===== src/rtl/frac_div_monitor.sv =====
// Half-integer divided-clock monitor: measures div_in period/high time in half-clk units.
// Optional error/timeout counter port err_cnt enabled by FRAC_DIV_MON_ERRCNT_EN.
module frac_div_monitor #(
    parameter int unsigned CNT_W      = 8,
    parameter int unsigned EXP_PERIOD = 9,
    parameter int unsigned EXP_HIGH   = 4,
    parameter int unsigned LOCK_CNT   = 4
) (
    input  logic             clk,
    input  logic             rst,
    input  logic             div_in,
    output logic [CNT_W-1:0] period_o,
    output logic [CNT_W-1:0] high_o,
    output logic             meas_vld,
    output logic             err,
    output logic             lock,
    output logic             timeout
`ifdef FRAC_DIV_MON_ERRCNT_EN
    ,
    output logic [7:0]       err_cnt
`endif
);

    localparam int unsigned SUM_W  = CNT_W + 1;
    localparam int unsigned LOCK_W = $clog2(LOCK_CNT + 1);
    localparam logic [SUM_W-1:0] HC_MAX = SUM_W'((2 ** CNT_W) - 1);

    typedef enum logic [1:0] {
        IDLE,
        MEAS,
        LOCKED
    } state_t;

    state_t state, state_nxt;

    logic p_smp, n_smp;
    logic [CNT_W-1:0] hc_cnt, hc_nxt;
    logic [CNT_W-1:0] high_lat, high_lat_nxt;
    logic fall_seen, fall_seen_nxt;
    logic [LOCK_W-1:0] match_cnt, match_nxt;
    logic [CNT_W-1:0] period_nxt, high_nxt;
    logic vld_nxt, err_nxt, lock_nxt, tmo_nxt;

    logic rise1, fall1, rise2, fall2;
    logic [SUM_W-1:0] hc_p1, hc_p2;
    logic close_evt, is_match;
    logic [CNT_W-1:0] close_per, close_high;

    // First half: previous posedge sample -> negedge sample; second half: negedge -> now.
    assign rise1 = ~p_smp & n_smp;
    assign fall1 = p_smp & ~n_smp;
    assign rise2 = ~n_smp & div_in;
    assign fall2 = n_smp & ~div_in;
    assign hc_p1 = {1'b0, hc_cnt} + SUM_W'(1);
    assign hc_p2 = {1'b0, hc_cnt} + SUM_W'(2);

    always_ff @(negedge clk or posedge rst) begin
        if (rst) n_smp <= 1'b0;
        else     n_smp <= div_in;
    end

    always_ff @(posedge clk or posedge rst) begin
        if (rst) state <= IDLE;
        else     state <= state_nxt;
    end

    // Both half-cycle transitions are applied in time order within one evaluation.
    always_comb begin
        state_nxt     = state;
        hc_nxt        = (hc_p2 >= HC_MAX) ? CNT_W'(HC_MAX) : CNT_W'(hc_p2);
        high_lat_nxt  = high_lat;
        fall_seen_nxt = fall_seen;
        match_nxt     = match_cnt;
        period_nxt    = period_o;
        high_nxt      = high_o;
        vld_nxt       = 1'b0;
        err_nxt       = 1'b0;
        tmo_nxt       = 1'b0;
        lock_nxt      = lock;
        close_evt     = 1'b0;
        close_per     = '0;
        close_high    = '0;
        is_match      = 1'b0;

        if (rise1) begin
            if (state != IDLE) begin
                close_evt  = 1'b1;
                close_per  = CNT_W'(hc_p1);
                close_high = fall_seen ? high_lat : CNT_W'(hc_p1);
            end
            hc_nxt        = CNT_W'(1);
            fall_seen_nxt = 1'b0;
        end else if (fall1 && state != IDLE) begin
            high_lat_nxt  = CNT_W'(hc_p1);
            fall_seen_nxt = 1'b1;
        end

        if (rise2) begin
            if (state != IDLE) begin
                close_evt  = 1'b1;
                close_per  = CNT_W'(hc_p2);
                close_high = fall_seen_nxt ? high_lat_nxt : CNT_W'(hc_p2);
            end
            hc_nxt        = '0;
            fall_seen_nxt = 1'b0;
        end else if (fall2) begin
            if (rise1) begin
                high_lat_nxt  = CNT_W'(1);
                fall_seen_nxt = 1'b1;
            end else if (state != IDLE) begin
                high_lat_nxt  = CNT_W'(hc_p2);
                fall_seen_nxt = 1'b1;
            end
        end

        is_match = (close_per == CNT_W'(EXP_PERIOD)) && (close_high == CNT_W'(EXP_HIGH));

        case (state)
            IDLE: begin
                if (rise1 || rise2) state_nxt = MEAS;
            end
            MEAS, LOCKED: begin
                if (close_evt) begin
                    vld_nxt    = 1'b1;
                    period_nxt = close_per;
                    high_nxt   = close_high;
                    if (is_match) begin
                        match_nxt = (match_cnt >= LOCK_W'(LOCK_CNT)) ? match_cnt
                                                                      : match_cnt + LOCK_W'(1);
                        if (match_nxt >= LOCK_W'(LOCK_CNT)) begin
                            state_nxt = LOCKED;
                            lock_nxt  = 1'b1;
                        end
                    end else begin
                        err_nxt   = 1'b1;
                        match_nxt = '0;
                        lock_nxt  = 1'b0;
                        state_nxt = MEAS;
                    end
                end else if (hc_p2 >= HC_MAX) begin
                    tmo_nxt   = 1'b1;
                    lock_nxt  = 1'b0;
                    match_nxt = '0;
                    state_nxt = IDLE;
                end
            end
            default: state_nxt = IDLE;
        endcase
    end

    always_ff @(posedge clk or posedge rst) begin
        if (rst) begin
            p_smp     <= 1'b0;
            hc_cnt    <= '0;
            high_lat  <= '0;
            fall_seen <= 1'b0;
            match_cnt <= '0;
            period_o  <= '0;
            high_o    <= '0;
            meas_vld  <= 1'b0;
            err       <= 1'b0;
            lock      <= 1'b0;
            timeout   <= 1'b0;
        end else begin
            p_smp     <= div_in;
            hc_cnt    <= hc_nxt;
            high_lat  <= high_lat_nxt;
            fall_seen <= fall_seen_nxt;
            match_cnt <= match_nxt;
            period_o  <= period_nxt;
            high_o    <= high_nxt;
            meas_vld  <= vld_nxt;
            err       <= err_nxt;
            lock      <= lock_nxt;
            timeout   <= tmo_nxt;
        end
    end

`ifdef FRAC_DIV_MON_ERRCNT_EN
    // Saturating tally of mismatch and timeout pulses.
    always_ff @(posedge clk or posedge rst) begin
        if (rst)                                        err_cnt <= 8'd0;
        else if ((err_nxt || tmo_nxt) && err_cnt != 8'hFF) err_cnt <= err_cnt + 8'd1;
    end
`endif

endmodule


===== config.mk =====
export PLATFORM = sky130hd
export DESIGN_NAME = frac_div_monitor
export DESIGN_NICKNAME = d
export VERILOG_FILES = /design/src/rtl/frac_div_monitor.sv
export SDC_FILE = /design/constraint.sdc
export NUM_CORES = 1
export LEC_CHECK = 0
export BUFFER_PORTS_ARGS = -buffer_cell sky130_fd_sc_hd__clkbuf_2
export CAP_MARGIN = 20
export CELL_PAD_IN_SITES_DETAIL_PLACEMENT = 1
export CELL_PAD_IN_SITES_GLOBAL_PLACEMENT = 1
export CORE_UTILIZATION = 50
export DETAILED_ROUTE_END_ITERATION = 8
export PLACE_DENSITY_LB_ADDON = 0.1
export SLEW_MARGIN = 20
export SYNTH_ARGS = -nofsm -noshare
export SYNTH_HDL_FRONTEND = slang
export SYNTH_SLANG_ARGS = --single-unit

===== constraint.sdc =====
create_clock -name clk -period 7.4 [get_ports clk]
set_input_delay 1.48 -clock clk [delete_from_list [all_inputs] [get_ports clk]]
set_output_delay 1.48 -clock clk [all_outputs]
set_load 0.02 [all_outputs]

Word level (Yosys, flattened, before mapping)
Index checks and enable logic that the tools add are counted.
- add/sub/neg operators: 3
- $lt $le $gt $ge: 3
- equality and inequality tests: 8
- mux-type cells: 51
- bitwise operators: 7
- reductions and logical operators: 11
- operator list (operator ; count):
    8-bit two-way mux ; 19
    1-bit two-way mux ; 22
    3-bit two-way mux ; 4
    2-bit two-way mux ; 5
    8-bit by 2-bit adder with 9-bit output (second input constant) ; 1
    9-bit by 8-bit >= comparator with 1-bit output (second input constant) ; 1
    8-bit by 1-bit adder with 8-bit output (second input constant) ; 1
    8-bit by 3-bit == test with 1-bit output (second input constant) ; 1
    8-bit by 4-bit == test with 1-bit output (second input constant) ; 1
    3-bit >= comparator (second input constant) ; 2
    3-bit AND reduction ; 2
    1-bit bitwise AND ; 4
    4-bit inequality test (second input constant) ; 1
    2-bit one-hot mux with 2 select lines ; 1
    2-bit AND reduction ; 2
    2-bit nonzero test ; 2
    3-bit by 1-bit adder with 3-bit output (second input constant) ; 1
    3-bit by 2-bit inequality test with 1-bit output (second input constant) ; 1
    3-bit inequality test (second input constant) ; 1
    1-bit inverter ; 3
    2-bit by 1-bit == test with 1-bit output (second input constant) ; 1
    2-bit == test (second input constant) ; 1
    1-bit logical AND ; 2
    2-bit logical NOT ; 1
    3 further kinds ; 3
- flip-flop bits (word level): 44
- input bits: 3
- output and inout port bits: 20
- logic and storage cells: 96

Logic depth before layout (Yosys ltp)
- word-level depth: 13
- gate-level depth with buffers: 11
- mapped depth without buffers: 9

==> flow_summary_export.csv <==
group,metric,value,unit
flow_run,cap_violations,0,
power,p_per_area,274,nW/µm²
timing,setup_viol,0,
cts,htree_levels,2,
critical_path,critPathTopFamily,"simple AND/OR/NAND/NOR gates",
placed_design,hpwlAfterDp,7.09,mm
synthesis,yosys.area.top_type,"dfrtp_1",
grt,grt_pass1_wl,15.5,mm
floorplan,num_rows,28,
cts,cts.sinks,44,
synthesis,syn_area,3140,µm²
cells_and_area,antenna_cells,0,
critical_path,worst-path-buf-inv,1,
floorplan,core,5990,µm²
timing,maxSlewHeadroom,0.515,
grt,antenna_found_initial,0,
critical_path,cp_slowest_cell,"or3b_1",
run_status,status,"finished clean",
drt,remaining_drc_errors,0,
floorplan,die_h,81.2,µm
timing,setup_tns,0,ns
timing,tightest_slew,0.728,ns
synthesis,yosys-top-cells-area,"dfrtp_1, nand2_1, o21ai_0",
drt,via_per_inst,6.55,
cts,postCtsHoldBufs,0,
drt,drt_iter0_drc,181,
critical_path,critical_path_arrival,6.88,ns
cells_and_area,layout_commonest_cell,"nand2_1",
timing,fin_skew,0.0101,ns
floorplan,die_x,81.2,µm
placed_design,dp_slack,0.687,ns
synthesis,yosysWarnings,0,
critical_path,slowest_delay,0.50,ns
cts,clk_pin_slew_worst_paths,0.09,ns
synthesis,yosys_most_used_dff,"dfrtp_1",
placed_design,portBuffers,22,
synthesis,synthCells,369,
cells_and_area,final_cell_mix,"nand2_1, dfrtp_1, o21ai_0",
floorplan,io_pins,23,
critical_path,path_common_cell,"nor4_1",
grt,gr-total-overflow,0,
drt,routedWlPerCell,21.7,µm
cts,cts-root-buf,"clkbuf_8",
critical_path,crit_required,7.62,ns
timing,finalWorstSetupSlack,0.734,ns
grt,grt_max_degree,44,
cells_and_area,nNetsFinal,390,
grt,grt_use_total,0.320,
synthesis,seq_area_frac_synth,0.351,
synthesis,syn_area_per_cell,8.51,µm²
drt,vias,2965,
synthesis,yosys_register_bits,44,
cts,clk_latency,0.31,ns
power,max-vdd-ir-drop,0.138,mV
critical_path,path_max_fanout,27,
floorplan,die_area,6600,µm²
cts,cts_buffers,5,
cts,cts_tree,"yes",
critical_path,crit_type,"flop to flop",
drt,ant_nets,0,
cts,postCtsSetupRepairBufs,0,
synthesis,synth_cell_types,73,
cells_and_area,syn2layout_area_growth,6.30,%
drt,postRouteWirelength,9.85,mm
synthesis,synth_edf_count,0,
synthesis,synth_top_area_frac,0.343,
timing,rsz0062_at_grt,"false",
hold_path,holdCritPathClass,"flop to flop",
cts,cts_resized,0,
timing,slew_viol_final,0,
critical_path,cp-start-kind,"flop",
critical_path,endpoint_kind,"flop",
power,p_leak,1.42,nW
critical_path,crit_chain,"buf_4, or3b_1, nor4_1, nor4_1, nand4_1, nor4_4, nand3_1, o31ai_1",
synthesis,syn-num-nets,382,
cts,clk_path_buf_depth,2,
cells_and_area,drive_gt1_frac,0.146,
floorplan,initial_core_util,0.524,
timing,hold_violations,0,
drt,dr.pass1.iters,5,
placed_design,gp_congestion,0.944,
grt,grt_pass1_vias,2973,
synthesis,async_flop_share,1.00,
## worst reg2reg max path, delay by kind of cell, from the launching register on
kind,cells,cell delay [ns]
AOI/OAI and AO/OA,1,0.26
buffers and inverters,1,0.29
DFF,1,0.44
and+or+nand+nor,6,1.89
## path summary, 6_finish.rpt
check / startpoint / endpoint / slack [ns] / cells past startpoint
worst max-delay path: n_smp / state[1] / 0.73 / 8
worst min-delay path: high_o[7] / high_o[7] / 0.48 / 2
worst max register to register: n_smp / state[1] / 0.73 / 8
worst min register to register: high_o[7] / high_o[7] / 0.48 / 2
max in group asynchronous: rst / n_smp / 2.69 / 2
min in group asynchronous: rst / high_o[7] / 1.34 / 3
## registers in the layout, summed over array words and instances (netlist names), 2 cells and up
| signal | flops |
|---|---|
| period_o | 8 |
| match_cnt | 3 |
| state | 2 |
| hc_cnt | 8 |
| high_o | 8 |
| high_lat | 8 |
## cell families after synthesis
| family | after synthesis | synth area share |
|---|---|---|
| adder cells (fa/ha/maj) | 10 | 0.0399 |
| XOR/XNOR | 11 | 0.0331 |
| flip-flops | 44 | 0.351 |
| AND/OR/NAND/NOR | 148 | 0.260 |
| buffers and inverters | 40 | 0.0622 |
| multiplexers | 4 | 0.0128 |
| AO/OA/AOI/OAI | 112 | 0.241 |
## through the flow
stage | util | cells | instance area (µm²) | power, mW | hold WS [ns]
after floorplan | - | 369 | 3140 | 0.630 | 0.485
after global placement | 0.540 | 445 | 3230 | 0.728 | 0.459
after detailed placement | 0.540 | 445 | 3230 | 0.744 | 0.463
after CTS | 0.556 | 453 | 3330 | 0.912 | 0.486
after global routing | 0.557 | 453 | 3340 | 0.969 | 0.522
final | 0.557 | 453 | 3340 | 0.915 | 0.480
## layout make-up
class / count / area [µm²]
Clock buffer: 6 / 82.6
Clock inverter: 2 / 15.0
Fill cell: 743 / 2650
Inverter: 15 / 56.3
Multi-Input combinational cell: 285 / 1850
Sequential cell: 44 / 1100
Tap cell: 75 / 93.8
Timing Repair Buffer: 26 / 140
## power breakdown
part	switching, mW	leakage [nW]	internal (mW)
logic	0.251	0.796	0.135
clock network	0.0931	0.0434	0.0757
registers	0.0624	0.577	0.298
total	0.406	1.42	0.508
## layer usage
metal / part of all wire / global-route usage
met1: 0.43 / 0.418
met2: 0.49 / 0.525
met3: 0.050 / 0.0494
met4: 0.029 / 0.132
met5: 0 / 0
## synth_stat cells (3+ instances only)
cell type / count
nand4_1: 6
a31oi_1: 4
o21ai_0: 30
nand2b_1: 7
a22oi_1: 6
nand3_1: 6
nand2_1: 46
a32oi_1: 5
mux2i_1: 4
clkbuf_1: 11
xor2_1: 3
buf_2: 6
a21oi_1: 24
o211ai_1: 3
xnor2_1: 7
nor3b_1: 3
nor4_1: 6
nor2b_1: 6
o22ai_1: 8
buf_6: 4
ha_1: 10
nor2_1: 29
inv_1: 14
nor3_1: 12
dfrtp_1: 43
and3b_1: 3
Note: power is estimated with default switching activity, not from simulation.
